--- src/rtl/mem_arbiter.sv ---
// Arbitrates the byte-serial memory controller between instruction fetch and load/store.
// Round-robin grant, request fields registered for the whole transaction, flush discards fetches.
module mem_arbiter #(
  parameter bit LS_FIRST = 1'b1
) (
  input  logic        clk_in,
  input  logic        rst_in,
  input  logic        rdy_in,
  input  logic        flush_in,
  input  logic        if_req,
  input  logic [31:0] if_addr,
  output logic        if_done,
  output logic [31:0] if_data,
  input  logic        ls_req,
  input  logic [31:0] ls_addr,
  input  logic [31:0] ls_data,
  input  logic        ls_r_nw,
  input  logic [2:0]  ls_type,
  output logic        ls_done,
  output logic [31:0] ls_rdata,
  output logic [31:0] mc_addr,
  output logic [31:0] mc_data,
  output logic        mc_r_nw,
  output logic [2:0]  mc_type,
  output logic        mc_activate,
  input  logic [31:0] mc_data_out,
  input  logic        mc_data_available
);

  typedef enum logic [1:0] {
    IDLE    = 2'd0,
    BUSY_IF = 2'd1,
    BUSY_LS = 2'd2
  } state_e;

  state_e      state_q, state_d;
  logic        last_ls_q, last_ls_d;
  logic        discard_q, discard_d;
  logic [31:0] mc_addr_q, mc_addr_d;
  logic [31:0] mc_data_q, mc_data_d;
  logic        mc_r_nw_q, mc_r_nw_d;
  logic [2:0]  mc_type_q, mc_type_d;

  logic elig_if, elig_ls, grant_ls, grant_if;

  // On a tie the requester that did not win last time gets the grant.
  assign elig_if  = if_req && !flush_in;
  assign elig_ls  = ls_req;
  assign grant_ls = elig_ls && (!elig_if || !last_ls_q);
  assign grant_if = elig_if && !grant_ls;

  always_comb begin
    state_d   = state_q;
    last_ls_d = last_ls_q;
    discard_d = discard_q;
    mc_addr_d = mc_addr_q;
    mc_data_d = mc_data_q;
    mc_r_nw_d = mc_r_nw_q;
    mc_type_d = mc_type_q;
    case (state_q)
      IDLE: begin
        if (grant_ls) begin
          state_d   = BUSY_LS;
          last_ls_d = 1'b1;
          mc_addr_d = ls_addr;
          mc_data_d = ls_data;
          mc_r_nw_d = ls_r_nw;
          mc_type_d = ls_type;
        end else if (grant_if) begin
          state_d   = BUSY_IF;
          last_ls_d = 1'b0;
          mc_addr_d = if_addr;
          mc_data_d = 32'h0;
          mc_r_nw_d = 1'b1;
          mc_type_d = 3'b000;
        end
      end
      BUSY_IF: begin
        // The controller cannot abort, so a flushed fetch runs on with its result dropped.
        if (flush_in) discard_d = 1'b1;
        if (mc_data_available) begin
          state_d   = IDLE;
          discard_d = 1'b0;
        end
      end
      BUSY_LS: begin
        if (mc_data_available) state_d = IDLE;
      end
      default: state_d = IDLE;
    endcase
  end

  always_ff @(posedge clk_in or posedge rst_in) begin
    if (rst_in) begin
      state_q   <= IDLE;
      last_ls_q <= !LS_FIRST;
      discard_q <= 1'b0;
      mc_addr_q <= 32'h0;
      mc_data_q <= 32'h0;
      mc_r_nw_q <= 1'b0;
      mc_type_q <= 3'b000;
    end else if (rdy_in) begin
      state_q   <= state_d;
      last_ls_q <= last_ls_d;
      discard_q <= discard_d;
      mc_addr_q <= mc_addr_d;
      mc_data_q <= mc_data_d;
      mc_r_nw_q <= mc_r_nw_d;
      mc_type_q <= mc_type_d;
    end
  end

  assign mc_addr     = mc_addr_q;
  assign mc_data     = mc_data_q;
  assign mc_r_nw     = mc_r_nw_q;
  assign mc_type     = mc_type_q;
  assign mc_activate = (state_q != IDLE) && !mc_data_available;

  assign if_done  = (state_q == BUSY_IF) && mc_data_available && !discard_q && !flush_in;
  assign ls_done  = (state_q == BUSY_LS) && mc_data_available;
  assign if_data  = mc_data_out;
  assign ls_rdata = mc_data_out;

endmodule

--- config.mk ---
export PLATFORM = sky130hd
export DESIGN_NAME = mem_arbiter
export DESIGN_NICKNAME = d
export VERILOG_FILES = /design/src/rtl/mem_arbiter.sv
export SDC_FILE = /design/constraint.sdc
export NUM_CORES = 1
export LEC_CHECK = 0
export ABC_CLOCK_PERIOD_IN_PS = 3200
export CAP_MARGIN = 20
export CORE_UTILIZATION = 34
export CTS_CLUSTER_DIAMETER = 100
export DETAILED_ROUTE_END_ITERATION = 16
export PLACE_DENSITY = 0.83
export REMOVE_ABC_BUFFERS = 1
export SYNTH_ARGS = -nofsm -noshare
export SYNTH_HDL_FRONTEND = slang
export SYNTH_SLANG_ARGS = --single-unit
--- constraint.sdc ---
create_clock -name clk_in -period 3.2 [get_ports clk_in]
set_input_delay 0.96 -clock clk_in [delete_from_list [all_inputs] [get_ports clk_in]]
set_output_delay 0.96 -clock clk_in [all_outputs]
set_load 0.02 [all_outputs]
==> results of run 1 <==
==> power groups by stage <==
| stage | sequential, mW | combinational [mW] | clock (mW) |
|---|---|---|---|
| 6_report | 1.58 | 2.36 | 0.644 |
| 5_1_grt | 1.64 | 2.55 | 0.711 |
| 4_1_cts | 1.59 | 2.37 | 0.673 |
| 3_5_place_dp | 1.60 | 2.37 | 0 |
| 3_3_place_gp | 1.58 | 2.32 | 0 |
| 2_1_floorplan | 2.11 | 0.606 | 0 |
==> state kept, by name (all words and copies together), names as in the netlist <==
name	cells
discard_q	1
last_ls_q	1
mc_addr	32
mc_data	32
mc_r_nw	1
mc_type	3
state_q	2
==> cell families (layout without fill, tap and decap cells) <==
family	Yosys count	count (layout)	synth area share, %
AOI/OAI and AO/OA	74	74	10.8
adders and majority gates	3	3	1.03
buffers and inverters	93	206	17.9
DFF	72	72	49.7
and+or+nand+nor	183	183	20.6
==> worst max-delay path, delay by kind of cell <==
family / cells / cell delay (ps)
buffers and inverters: 2 / 1100
AND/OR/NAND/NOR: 1 / 130
==> cell usage in the layout, fill, tap and decap left out, types with 2 or more instances in the layout <==
master,count
clkdlybuf4s50_1,175
nand2_1,109
dfrtp_1,72
a21oi_1,64
nand3_1,35
nor2_1,33
clkbuf_8,10
buf_4,6
inv_1,3
o21ai_0,3
ha_1,3
buf_12,3
a31oi_1,2
clkbuf_1,2
clkinv_4,2
dlygate4sd2_1,2
==> layer usage <==
metal | track usage (%) | vias up | routed length, um
li1 | - | 1528 | -
met1 | 24.9 | 1602 | 4840
met3 | 16.2 | 19 | 2040
met5 | 10.5 | - | 126
met2 | 34.5 | 241 | 5560
met4 | 6.14 | 4 | 142
==> what timing repair did <==
item	CTS	global route
hold buffers	0	0
gates resized for setup	2	0
setup endpoints to repair	2	0
==> area by class of cell <==
type                    instances  area, sq um  area share [%]
clock buffers                  12          145            2.78
clock inverters                 4         30.0           0.575
multi-input cells             260         1190            22.7
well taps                     136          170            3.26
inverters                       4         15.0           0.287
flip-flops and latches         72         1800            34.5
repair buffers                186         1870            35.9
==> path summary, 6_finish.rpt <==
| kind | cells past startpoint | from | endpoint | slack (ps) |
|---|---|---|---|---|
| max in group asynchronous | 3 | rst_in | mc_data[17] | 1840 |
| min in group asynchronous | 3 | rst_in | mc_data[5] | 1040 |
| worst min-delay path | 2 | mc_type[2] | mc_type[2] | 470 |
| worst max-delay path | 3 | mc_data_available | ls_done | 50 |
| worst min register to register | 2 | mc_type[2] | mc_type[2] | 470 |
| worst max register to register | 6 | state_q[0] | mc_addr[21] | 1510 |
==> synthesized netlist by cell type, drive strengths merged <==
master / n / area share [%]
nor3: 1 / 0.14
nor2: 33 / 3.4
nand3b: 1 / 0.21
o211a: 1 / 0.28
nand3: 35 / 4.8
o2111ai: 1 / 0.24
clkbuf: 3 / 0.31
o311ai: 1 / 0.24
o211ai: 1 / 0.34
a31oi: 2 / 0.34
and2: 2 / 0.34
buf: 86 / 17
dfrtp: 72 / 50
nand2: 109 / 11
a21oi: 64 / 8.8
inv: 4 / 0.41
nand2b: 1 / 0.17
o21ai: 4 / 0.55
ha: 3 / 1.0
nor2b: 1 / 0.24
==> through the flow <==
step | utilization (%) | setup TNS (ps)
after floorplan | - | 0
after global placement | 48.9 | -24.9
after detailed placement | 48.9 | -47.2
after CTS | 50.6 | 0
after global routing | 50.6 | 0
final | 50.6 | 0
==> results.txt, run 1 <==
outcome - finished, final reports clean
Final ANT Viol Nets - 0
Root Buffer - clkbuf_8
H-tree depth - 3
Fin Clk Skew - 15.1 ps
finished layout cell area - 5230 sq um
number of placed I/O pins - 274
CTS tree - done
Initial Utilization - 35.1%
Placed Instances - 658
final WL - 12.7 mm
die area - 11100 sq um
vias in the first global route - 3347
drt wl/cell - 18.9 um
clock transition at the registers of the reported paths - 80 ps
startpoint types - input pin
Min Hold Slack - 469 ps
Slew Limit Fails - 0
Area after DPL - 5050 sq um
GRT Util Overall - 22.8%
drt via density - 5.04
fraction of layout cells with a size suffix above 1 - 5.20%
clk sinks - 72
Synth-to-Final Area Change - 44.0%
Final #Nets - 675
Pleak - 2.33 nW
Core ar. - 10300 sq um
crit end category - primary output
sequential power share - 34.6%
count of standard-cell rows - 37
PortBufs - 177
global-route wire length before repair - 19.0 mm
Switching Share - 40.0%
Synth cell types - 23
synthesized area per cell - 8.54 sq um
crit path max fanout - 3
CTS buffer count - 9
VDD IR max - 0.368 mV
# fillers - 963
FMAX - 0.317 GHz
Remaining DRCs - 0
Final Non-Filler Cells - 674
RSZ-0062 raised after global routing - no
Tmin final - 3150 ps
crit-path cells - clkdlybuf4s50_1 > and2_1 > clkdlybuf4s50_1
power density cells - 877 nW/um^2
largest net degree at the start of global routing - 73
antenna cell count - 0
slowest stage delay, CP - 600 ps
CP most frequent cell - clkdlybuf4s50_1
Iter 0 DRT Violations - 170
sequential fraction of the synthesis area - 49.7%
Pwr Total - 4.58 mW
DP HPWL - 9.66 mm
combinational share of power - 51.4%
grt ovf - 0
final setup violation count - 0
post-route setup slack - 47.5 ps
Post-CTS Repair Setup Buffers - 0
Net Sw Power - 1.84 mW
Max-slew headroom - 71.4%
Clock Latency Late Sink - 340 ps
CP Data Arrival Time - 2190 ps
Final Hold Fails - 0
Vias - 3394
WP data required - 2240 ps
Cells after Synth - 425
Int Power - 2.75 mW
Warnings, synthesis - 0
Clock Power Share - 14.0%
slowest CP cell - clkdlybuf4s50_1
Max clock buf depth - 2
Hold Crit Class - flip-flop to flip-flop
placer congestion estimate - 0.905
router iterations before antenna repair - 4
Cell Area, Synth - 3630 sq um
Die Width - 105 um
CP Class - input pin to primary output
Max Cap Viol - 0
height of the chip - 105 um
Yosys reg bits - 72
pre-CTS WS - -27.9 ps
initial antenna violation count - 0
worst-margin pin slew - 424 ps
period utilisation layout - 98.5%
(Power assumes the default switching activity.)
==> run 2: changes to the inputs <==
CORE_MARGIN = 4   (was unset)
SETUP_SLACK_MARGIN = 0.02   (was unset)
==> run 2 against run 1 <==
Sequential power about the same; hold slack improved by 2.2 ps; critical endpoint unchanged; largest power group unchanged; routed wire length up 1.4%; largest cell class unchanged.
==> results.txt, run 2 (synthesis gave the netlist of run 1 again) <==
outcome - finished, final reports clean
crit path max fanout - 3
Vias - 3305
Initial Utilization - 35.0%
largest net degree at the start of global routing - 73
period utilisation layout - 98.3%
Slew Limit Fails - 0
FMAX - 0.318 GHz
Root Buffer - clkbuf_8
Area after DPL - 5050 sq um
CTS hold repair buffers - 0
WP data required - 2240 ps
R2R setup slack - 1490 ps
Pleak - 2.35 nW
reg2reg start - state_q[0]
Core ar. - 10400 sq um
final WL - 12.9 mm
slowest stage delay, CP - 600 ps
CTS tree - done
placer congestion estimate - 0.794
crit end category - primary output
clock transition at the registers of the reported paths - 70 ps
Most Crowded Layer GR - met2
PortBufs - 177
met2 GRT Util - 30.4%
antenna cell count - 0
Die Width - 111 um
CTS buffer count - 9
commonest non-fill, non-tap cell in the layout - clkdlybuf4s50_1
GR met1 Demand/Resource - 21.9%
Final ANT Viol Nets - 0
Post-CTS Repair Setup Buffers - 0
initial antenna violation count - 0
power density cells - 901 nW/um^2
drt via density - 4.90
crit-path cells - clkdlybuf4s50_1 > and2_1 > clkdlybuf4s50_1
Max Cap Viol - 0
DP HPWL - 10.1 mm
Iter 0 DRT Violations - 273
global-route wire length before repair - 19.2 mm
Pwr Total - 4.75 mW
fraction of layout cells with a size suffix above 1 - 5.57%
router iterations before antenna repair - 4
CP Data Arrival Time - 2180 ps
VDD IR max - 0.366 mV
CP Class - input pin to primary output
Final Hold Fails - 0
vias in the first global route - 3294
Final #Nets - 676
final setup violation count - 0
Clock Latency Late Sink - 340 ps
FF-to-FF End - mc_addr[3]
Max-slew headroom - 70.7%
drt wl/cell - 19.1 um
RSZ-0062 raised after global routing - no
CP most frequent cell - clkdlybuf4s50_1
GRT Util Overall - 20.0%
number of placed I/O pins - 274
Hold Crit Class - flip-flop to flip-flop
Synth-to-Final Area Change - 45.1%
Max clock buf depth - 2
clk sinks - 72
Fin Clk Skew - 11.9 ps
most frequent cells in the layout - 175 x clkdlybuf4s50_1, 109 x nand2_1, 72 x dfrtp_1
startpoint types - input pin
slowest CP cell - clkdlybuf4s50_1
worst-margin pin slew - 433 ps
Reg2Reg Depth - 6
Tmin final - 3140 ps
die area - 12400 sq um
Worst Hold End - mc_data[15]
total negative slack - 0 ps
height of the chip - 111 um
hold depth - 2
GR Util met3 - 15.0%
finished layout cell area - 5270 sq um
hold_sp - mc_data[15]
Remaining DRCs - 0
H-tree depth - 3
grt ovf - 0
count of standard-cell rows - 37
[run 2: per-layer routing]
layer  vias to the layer above  wire length [um]  share of wire, %
met1                      1552              4770                37
met2                       205              5840                45
met5                         -                68              0.53
li1                       1528                 -                 -
met4                         2               245               1.9
met3                        18              1960                15
[run 2: what timing repair did]
| item | CTS | global route |
|---|---|---|
| endpoints found under the hold margin | 0 | 0 |
| resized for setup | 2 | 0 |
| setup endpoints to repair | 2 | 0 |
[run 2: final cells by class]
class / count / area [sq um]
clock buffer: 10 / 128
clock inverter: 6 / 92.6
fill: 956 / 5100
inverter: 4 / 15.0
multi-input combinational: 260 / 1190
sequential: 72 / 1800
tap: 136 / 170
timing repair buffer: 187 / 1870
[run 2: critical path: cells and delay by family]
family                 cells  cell delay (ps)
buffers and inverters      2             1100
and+or+nand+nor            1              130
[run 2: worst max path at each step]
stage,from,cells past startpoint,end
detailed placement,mc_data_available,4,if_done
floorplan,if_req,3,last_ls_q
finish,mc_data_available,3,ls_done
global placement,mc_data_available,4,if_done
global route,mc_data_available,3,ls_done
CTS,mc_data_available,3,ls_done
[run 2: stage by stage]
step           util (%)  std cells  hold slack, ps  setup WS [ps]
6_report           50.8        675             471           55.1
5_1_grt            50.8        675             493           27.5
4_1_cts            50.8        675             471           56.0
3_5_place_dp       48.7        659             455          -21.8
3_3_place_gp       48.7        659             449          -39.4
2_1_floorplan         -        336             450            339
[run 2: where the power goes]
group          switching, mW  internal [mW]
registers              0.239           1.35
logic                   1.27           1.09
clock network          0.350          0.444
==> run 3: changes to the inputs <==
--- a/config.mk
+++ b/config.mk
@@ -7,5 +7,5 @@
 export LEC_CHECK = 0
 export ABC_CLOCK_PERIOD_IN_PS = 3200
-export CAP_MARGIN = 20
+export CAP_MARGIN = 30
 export CORE_MARGIN = 4
 export CORE_UTILIZATION = 34
==> constraint.sdc (replaced) <==
create_clock -name clk_in -period 3.2 [get_ports clk_in]
set_input_delay 0.96 -clock clk_in [delete_from_list [all_inputs] [get_ports clk_in]]
set_output_delay 0.96 -clock clk_in [all_outputs]
set_load 0.005 [all_outputs]
==> run 3 against run 2 <==
Combinational power down 21%; critical path type unchanged; total power down 12%; count of clock-buffer cells in the layout did not move; maximum frequency grew 3.1%; non-clock buffer count did not move; setup slack improved by 95 ps; via count about the same; clock power is 9.3% lower; critical endpoint is now if_done; clock skew decreased by 1.4 ps; die area is the same; flip-flop and latch count is the same; largest cell class unchanged; global-route usage rose by 0.12 points.
==> results.txt, run 3 (synthesis gave the netlist of run 1 again) <==
sequential power share - 38.1%
Iter 0 DRT Violations - 234
reg2reg start - state_q[0]
WP data required - 2240 ps
worst-margin pin slew - 518 ps
CP Class - input pin to primary output
GRT Util Overall - 20.2%
Post-CTS Repair Setup Buffers - 0
final WL - 13.0 mm
power density cells - 795 nW/um^2
combinational share of power - 44.6%
DP HPWL - 10.1 mm
crit end category - primary output
drt via density - 4.91
antenna cell count - 0
Final #Nets - 676
vias in the first global route - 3412
Initial Utilization - 35.0%
Slew Limit Fails - 0
drt wl/cell - 19.3 um
PortBufs - 177
number of placed I/O pins - 274
CP Data Arrival Time - 2090 ps
Synth-to-Final Area Change - 44.5%
Die Width - 111 um
Clock Power Share - 17.3%
Max Cap Viol - 0
CTS buffer count - 9
startpoint types - input pin
Fin Clk Skew - 10.4 ps
Max-slew headroom - 65.4%
Max clock buf depth - 2
final setup violation count - 0
Min Hold Slack - 464 ps
placer congestion estimate - 0.792
R2R setup slack - 1530 ps
CTS hold repair buffers - 0
Hold Crit Class - flip-flop to flip-flop
Tmin final - 3050 ps
global-route wire length before repair - 19.2 mm
hold_sp - mc_data[19]
clock transition at the registers of the reported paths - 70 ps
RSZ-0062 raised after global routing - no
Clock Latency Late Sink - 330 ps
crit path from - flush_in
count of standard-cell rows - 37
die area - 12400 sq um
grt ovf - 0
H-tree depth - 3
height of the chip - 111 um
Net Sw Power - 1.35 mW
initial antenna violation count - 0
Final Non-Filler Cells - 674
Root Buffer - clkbuf_8
FMAX - 0.328 GHz
CTS resizes - 0
Final Hold Fails - 0
commonest non-fill, non-tap cell in the layout - clkdlybuf4s50_1
Core ar. - 10400 sq um
crit path max fanout - 2
Placed Instances - 659
Vias - 3308
Final ANT Viol Nets - 0
VDD IR max - 0.319 mV
router iterations before antenna repair - 5
CTS tree - done
total negative slack - 0 ps
Pleak - 2.34 nW
fraction of layout cells with a size suffix above 1 - 5.58%
Remaining DRCs - 0
Switching Share - 32.4%
outcome - finished, final reports clean
largest net degree at the start of global routing - 73
Int Power - 2.82 mW
period utilisation layout - 95.3%
most frequent cells in the layout - 176 x clkdlybuf4s50_1, 109 x nand2_1, 72 x dfrtp_1
clk sinks - 72
[run 3: cell types whose count changed in the layout (fill, tap and decap cells not counted), sizes merged]
| cell | before | now |
|---|---|---|
| clkinvlp | 2 | 1 |
| clkinv | 1 | 2 |
| clkdlybuf4s50 | 175 | 176 |
| bufinv | 2 | 1 |
| dlymetal6s2s | 0 | 1 |
| dlygate4sd2 | 2 | 0 |
[run 3: power groups by stage]
stage | combinational (mW) | sequential (mW) | clock (mW)
finish | 1.86 | 1.59 | 0.720
global route | 2.04 | 1.65 | 0.784
CTS | 1.89 | 1.59 | 0.748
detailed placement | 1.88 | 1.61 | 0
global placement | 1.82 | 1.58 | 0
floorplan | 0.597 | 1.62 | 0
[run 3: final timing paths]
check | endpoint | cells after the start
setup / recovery | if_done | 3
hold / removal | mc_data[19] | 2
setup reg to reg | mc_addr[19] | 6
hold reg to reg | mc_data[19] | 2
max in group asynchronous | mc_addr[7] | 3
min in group asynchronous | mc_data[31] | 3
[run 3: worst max-delay path: stages]
cell and delay, ps:
clkdlybuf4s50_1 420, nor3_1 180, clkdlybuf4s50_1 530
[run 3: per-stage QoR]
step	area, sq um	utilization [%]	total power [mW]	worst slack [ps]
2_1_floorplan	3000	-	2.22	339
3_3_place_gp	5050	48.7	3.40	49.5
3_5_place_dp	5050	48.7	3.49	44.5
4_1_cts	5240	50.5	4.23	43.3
5_1_grt	5240	50.6	4.48	130
6_report	5240	50.6	4.17	150
[run 3: area by class of cell]
class / instances / area (sq um)
Inverter: 4 / 15.0
Timing Repair Buffer: 187 / 1870
Sequential cell: 72 / 1800
Clock buffer: 10 / 138
Tap cell: 136 / 170
Fill cell: 989 / 5130
Multi-Input combinational cell: 260 / 1190
Clock inverter: 5 / 56.3
[run 3: per-layer routing]
layer  part of all wire [%]  GRT usage, %
met1                     38          22.5
met2                     45          30.9
met3                     15          13.4
met4                    1.9          6.00
met5                   0.52          5.49
